`src/rtl/bin2bcd8.sv`:
```
// bin2bcd8: 27-bit unsigned binary to 8-digit packed BCD converter.
// Sequential double-dabble: one shift per clock, 27 shifts, then a
// one-cycle DONE state that publishes the low 8 digits and the overflow flag.
// Build option: BIN2BCD_SAT_EN -- when defined, an overflowing result
// (value > 99,999,999) is shown as 9999_9999 instead of the wrapped low digits.
module bin2bcd8 (
    input  logic        clk,
    input  logic        reset_n,
    input  logic        start,
    input  logic [26:0] bin_in,
    output logic        busy,
    output logic        done,
    output logic        ovf,
    output logic [31:0] bcd_out
);

    typedef enum logic [1:0] {IDLE, SHIFT, DONE} state_t;

    state_t      state, state_nxt;
    logic [26:0] bin_sr;    // binary operand, consumed MSB first
    logic [35:0] acc;       // 9-digit BCD accumulator
    logic [34:0] acc_adj;   // accumulator after add-3 correction, pre-shift
    logic [4:0]  cnt;       // remaining iterations; 0 marks the last one

    // state register
    always_ff @(posedge clk or negedge reset_n) begin
        if (!reset_n) state <= IDLE;
        else          state <= state_nxt;
    end

    // next-state logic; start is only honoured from IDLE, never queued
    always_comb begin
        state_nxt = state;
        case (state)
            IDLE:    if (start) state_nxt = SHIFT;
            SHIFT:   if (cnt == 5'd0) state_nxt = DONE;
            DONE:    state_nxt = IDLE;
            default: state_nxt = IDLE;
        endcase
    end

    // add-3 correction on digits 0..7; digit 8 never exceeds 1 for a 27-bit
    // input, so it is passed through and its top bit falls off in the shift
    always_comb begin
        acc_adj = acc[34:0];
        for (int d = 0; d < 8; d++) begin
            if (acc[4*d +: 4] >= 4'd5)
                acc_adj[4*d +: 4] = acc[4*d +: 4] + 4'd3;
        end
    end

    // shift datapath: load on accepted start, one dabble step per SHIFT cycle
    always_ff @(posedge clk or negedge reset_n) begin
        if (!reset_n) begin
            bin_sr <= '0;
            acc    <= '0;
            cnt    <= '0;
        end else begin
            case (state)
                IDLE: begin
                    if (start) begin
                        bin_sr <= bin_in;
                        acc    <= '0;
                        cnt    <= 5'd26;
                    end
                end
                SHIFT: begin
                    acc    <= {acc_adj, bin_sr[26]};
                    bin_sr <= {bin_sr[25:0], 1'b0};
                    cnt    <= cnt - 5'd1;
                end
                default: ;
            endcase
        end
    end

    // registered outputs; busy lags the state by one cycle so it covers the
    // done pulse and drops on the cycle a new start can be accepted
    always_ff @(posedge clk or negedge reset_n) begin
        if (!reset_n) begin
            busy    <= 1'b0;
            done    <= 1'b0;
            ovf     <= 1'b0;
            bcd_out <= '0;
        end else begin
            busy <= (state != IDLE);
            done <= (state == DONE);
            if (state == DONE) begin
                ovf <= (acc[35:32] != 4'd0);
`ifdef BIN2BCD_SAT_EN
                if (acc[35:32] != 4'd0) bcd_out <= 32'h9999_9999;
                else                    bcd_out <= acc[31:0];
`else
                bcd_out <= acc[31:0];
`endif
            end
        end
    end

endmodule

```
`config.mk`:
```
export PLATFORM = sky130hd
export DESIGN_NAME = bin2bcd8
export DESIGN_NICKNAME = d
export VERILOG_FILES = /design/src/rtl/bin2bcd8.sv
export SDC_FILE = /design/constraint.sdc
export NUM_CORES = 1
export LEC_CHECK = 0
export ABC_AREA = 1
export BUFFER_PORTS_ARGS = -buffer_cell sky130_fd_sc_hd__buf_2
export CELL_PAD_IN_SITES_DETAIL_PLACEMENT = 0
export CELL_PAD_IN_SITES_GLOBAL_PLACEMENT = 1
export CORE_MARGIN = 2
export CORE_UTILIZATION = 46
export DETAILED_ROUTE_END_ITERATION = 7
export GPL_TIMING_DRIVEN = 1
export PLACE_DENSITY = 0.83
export SLEW_MARGIN = 20
export SYNTH_ARGS = -nofsm -noshare
export SYNTH_HDL_FRONTEND = slang
export SYNTH_SLANG_ARGS = --single-unit
```
`constraint.sdc`:
```
create_clock -name clk -period 3.4 [get_ports clk]
set_input_delay 0.17 -clock clk [delete_from_list [all_inputs] [get_ports clk]]
set_output_delay 0.17 -clock clk [all_outputs]
set_load 0.02 [all_outputs]
```
======== Word-level counts from Yosys, hierarchy flattened ========
Index checks and enable logic that the tools add are counted.
cells by class
  $add $sub $neg .......................... 9
  order comparisons ....................... 8
  equality and inequality tests ........... 4
  mux-type cells .......................... 17
  reduce and logical (&&, ||, !) cells .... 7
operators with widths
  kind                                                                    number
  36-bit case mux with 2 select lines                                     1
  27-bit case mux with 2 select lines                                     1
  36-bit two-way mux                                                      1
  4-bit by 2-bit adder with 4-bit output (second input constant)          8
  4-bit by 3-bit >= comparator with 1-bit output (second input constant)  8
  4-bit two-way mux                                                       8
  27-bit two-way mux                                                      1
  5-bit case mux with 2 select lines                                      1
  5-bit logical NOT                                                       1
  5-bit two-way mux                                                       1
  5-bit by 1-bit subtractor with 5-bit output (second input constant)     1
  2-bit two-way mux                                                       2
  2-bit inequality test (second input constant)                           2
  2-bit case mux with 2 select lines                                      1
  2-bit AND reduction                                                     2
  2-bit nonzero test                                                      2
  4-bit nonzero test                                                      1
  2-bit by 1-bit == test with 1-bit output (second input constant)        1
  2-bit == test (second input constant)                                   1
  2-bit logical NOT                                                       1
storage, ports and cells
  register bits after elaboration ......... 105
  input port bits ......................... 30
  output and inout port bits .............. 35
  word-level logic and storage cells ...... 53

======== Logic depth before layout (Yosys ltp) ========
  depth in word-level cells ............... 3
  gate-level depth with buffers ........... 8
  gate-level depth less buffers ........... 8

======== Worst setup path before layout ========
OpenSTA, ideal clock, no wires.
  path kind ............................... register to register
  from .................................... reg acc[16]
  to ...................................... reg acc[20]
  setup time .............................. 124 ps
  arrival time ............................ 1013 ps
  path slack .............................. 2264 ps
  cell stages (with the launch flop) ...... 8
  period minus slack after synthesis ...... 1136 ps
  cell sequence ........................... dfrtp_1 > inv_1 > ha_1 > inv_1 > nand2_1 > nand3_1 > nand2_1 > o21bai_1
on the way
  longest elaborated chain between the ends .. 3
  elaborated cells on any way between the ends .. 4
ends and longest elaborated chain
  item                                                                                                             line    RTL
  start: declaration                                                                                               21      logic [35:0] acc;
  start signal: assignment                                                                                         68      acc <= {acc_adj, bin_sr[26]};
  4-bit by 2-bit adder with 4-bit output / 4-bit by 3-bit >= comparator with 1-bit output (equally long branches)  48, 47
  4-bit two-way mux *                                                                                              47      if (acc[4*d +: 4] >= 4'd5)
  36-bit case mux with 2 select lines *                                                                            59      case (state)
Every way passes the cells marked *; elsewhere a longest branch is shown, timed or not.
A chain may end at the register's enable or synchronous reset.

======== Worst setup path in the final report ========
  from .................................... reg state[1]
  to ...................................... reg bcd_out[2]
on the way
  longest elaborated chain between the ends .. 1
ends and longest elaborated chain
  item                      line  RTL
  start: declaration        19    state_t state, state_nxt;
  start signal: assignment  28    else state <= state_nxt;
  2-bit == test             88    if (state == DONE) begin
  end signal: assignment    94    bcd_out <= acc[31:0];
  end: declaration          14    output logic [31:0] bcd_out
No other way between the ends.

==> flow_metrics.tcl <==
set metrics [dict create \
    p_leak_nw 2.93 \
    crit_fanout 64 \
    synth_mux_area_share_pct 0 \
    dr.pass1.iters 4 \
    cp_slowest_cell "inv_2" \
    route.detailed.drc 0 \
    htreeDepth 3 \
    antenna_found_initial 0 \
    gp_congestion 0.820 \
    path_delay_family "buffers and inverters" \
    postSynthAreaPerCell_um2 8.34 \
    slew_viol_final 0 \
    grt_pass1_vias 3668 \
    status "finished clean" \
    drtIter0Drc 240 \
    dpl.hpwl_um 6270 \
    synthAdderAreaFrac_pct 4.31 \
    fin_area_um2 5610 \
    fmax_ghz 0.644 \
    final_util_pct 54.1 \
    tightest_slew_ns 0.883 \
    setup_viol 0 \
    final-hold-violation-count 0 \
    rows 37 \
    arrival_ns 1.76 \
    grt_pass1_wl_um 17000 \
    ys_seq_area_share_pct 53.2 \
    path_clk_slew_ns 0.10 \
    grt_usage_pct 18.3 \
    ant_nets 0 \
    antenna_cells 0 \
    clk_latency_ns 0.36 \
    die_x_um 108 \
    viasPerCell 5.02 \
    drive_gt1_share_pct 13.3 \
    cts_made_buffers 9 \
    core-area_um2 10400 \
    vdd.ir_drop.worst_v 0.000279 \
    synth_top_family_by_area "simple AND/OR/NAND/NOR gates" \
    cts_tree "done" \
    overflow 0 \
    place_area_um2 5310 \
    timing.final.ws_setup_ns 1.85 \
    max-cap-violations 0 \
    fp.dieH_um 108 \
    rsz0062_at_grt "no" \
    cts.sinks 105 \
    synth-simple-area-share_pct 27.7 \
    ios 65 \
    tns_ns 0 \
    maxSlewHeadroom_pct 41.1 \
    cp_cell_sequence "inv_2 > nor2_4 > inv_2 > o21ai_0" \
    routed-via-count 4002 \
    synth_nets 639 \
    post_cts_buffers 0 \
    startpoint_type "flip-flop" \
    synthCells 592 \
    synth-seq-cells 105 \
    area_delta_synth_final_pct 13.6 \
    nets 703 \
    yosysWarnings 0 \
    crit_top_cell "inv_2" \
    wl_per_cell_um 12.4 \
    grt_max_degree 86 \
    fin_skew_ns 0.00797 \
    critical_path_buf_inv_count 2 \
    drt-total-wl_um 9860 \
    synth.cell_area_um2 4940 \
    synth_compound_area_share_pct 8.14 \
    ys_types 25 \
    slowest_delay_ns 0.64 \
    start_util_pct 47.6 \
    hold_class "input pin to flip-flop" \
    min_period_ns 1.55 \
    cts_root_buf "clkbuf_8" \
    port_buffers 64 \
    fin_crit_sh_pct 45.7 \
    synthXorXnorAreaFrac_pct 0 \
    pre_cts_slack_ns 1.85 \
    required_ns 3.61 \
    cts_max_path_buffers 2 \
    fp.dieArea_um2 11600 \
    p_per_area_nw_per_um2 864 \
    endpoint_kind "flip-flop" \
    path_class "flip-flop to flip-flop" \
]
==> path summary, 6_finish.rpt <==
kind	start	end	slack (ns)	cells past startpoint
min in group asynchronous	reset_n	bcd_out[12]	0.43	2
max in group asynchronous	reset_n	bin_sr[14]	2.21	3
min	bin_in[15]	bin_sr[15]	0.02	3
min reg2reg	bcd_out[4]	bcd_out[4]	0.48	2
max	state[1]	bcd_out[2]	1.85	4
max reg2reg	state[1]	bcd_out[2]	1.85	4
==> sequential cells by signal, indices dropped and copies added (netlist names) <==
name and cells:
state 2, acc 36, done 1, cnt 5
ovf 1, busy 1, bin_sr 27, bcd_out 32
==> area by class of cell <==
class	count	area [um2]
tap	136	170
multi-input combinational	415	1980
sequential	105	2630
timing repair buffer	73	414
clock buffer	11	131
fill	1003	4760
inverter	52	200
clock inverter	5	80.1
==> worst register-to-register path: cells and delay by family (launching register included) <==
family | cells | cell delay (ns)
AND/OR/NAND/NOR | 1 | 0.05
flip-flops | 1 | 0.40
buffers and inverters | 2 | 0.73
AO/OA/AOI/OAI | 1 | 0.22
==> cell usage after synthesis <==
master    number  area, um2
buf_4          9       67.6
a22oi_2        1       12.5
o21ai_0       52        260
nand2_1      221        830
buf_2          8       40.0
nor2_1        13       48.8
o22ai_1        2       12.5
a31oi_1        1       6.26
o21bai_1       8       60.1
o21ai_1        8       40.0
a21oi_1        2       10.0
buf_6          1       11.3
nor3_1         2       10.0
nor2_4         1       11.3
inv_2          3       11.3
dfrtp_1      105       2630
nand3_1       67        335
inv_1         47        176
nand3b_1       2       15.0
nand2_2        1       6.26
inv_4          2       12.5
ha_1          17        213
nand4_1       16        100
clkbuf_1       2       7.51
nand2_4        1       11.3
==> where the power goes <==
part | total [W] | internal (W) | switching, W
Sequential | 0.00204 | 0.00171 | 0.000323
Clock | 0.000842 | 0.000415 | 0.000427
Combinational | 0.00197 | 0.000705 | 0.00126
==> stage by stage <==
stage | instances | hold WS, ns | total power (W)
6_report | 797 | 0.0168 | 0.00485
5_1_grt | 797 | 0.00930 | 0.00532
4_1_cts | 796 | 0.000610 | 0.00488
3_5_place_dp | 773 | 0.390 | 0.00403
3_3_place_gp | 773 | 0.386 | 0.00396
2_1_floorplan | 592 | -0.126 | 0.00356
==> kinds of logic after synthesis <==
kind of cell	Yosys count
buffers and inverters	72
AO/OA/AOI/OAI	74
adder cells (fa/ha/maj)	17
flip-flops	105
AND/OR/NAND/NOR	324
==> metal layers <==
metal	wire length (um)	up-vias	global-route usage, %	share of wire (%)
li1	-	2046	-	-
met4	159	0	7.42	1.6
met3	380	11	2.91	3.9
met5	0	-	0	0
met2	4500	85	28.3	46
met1	4830	1860	25.6	49
==> cell usage in the layout, fill, tap and decap left out, types with 2 or more instances in the layout <==
master	instances
nand2_1	221
nand3b_1	2
clkinvlp_4	2
o21bai_1	8
clkbuf_8	9
a21oi_1	2
dfrtp_1	105
inv_4	2
o21ai_1	8
nor2_1	13
bufinv_16	2
buf_2	63
dlygate4sd3_1	8
o21ai_0	52
nor3_1	2
inv_1	47
o22ai_1	2
nand3_1	67
nand4_1	16
inv_2	3
clkbuf_1	2
ha_1	17
==> what timing repair did <==
| item | 4_1_cts | 5_1_grt |
|---|---|---|
| gates resized for setup | 0 | 0 |
| endpoints found under the hold margin | 7 | 84 |
| hold buffers | 7 | 1 |
Power figures use the tool's default switching activity.
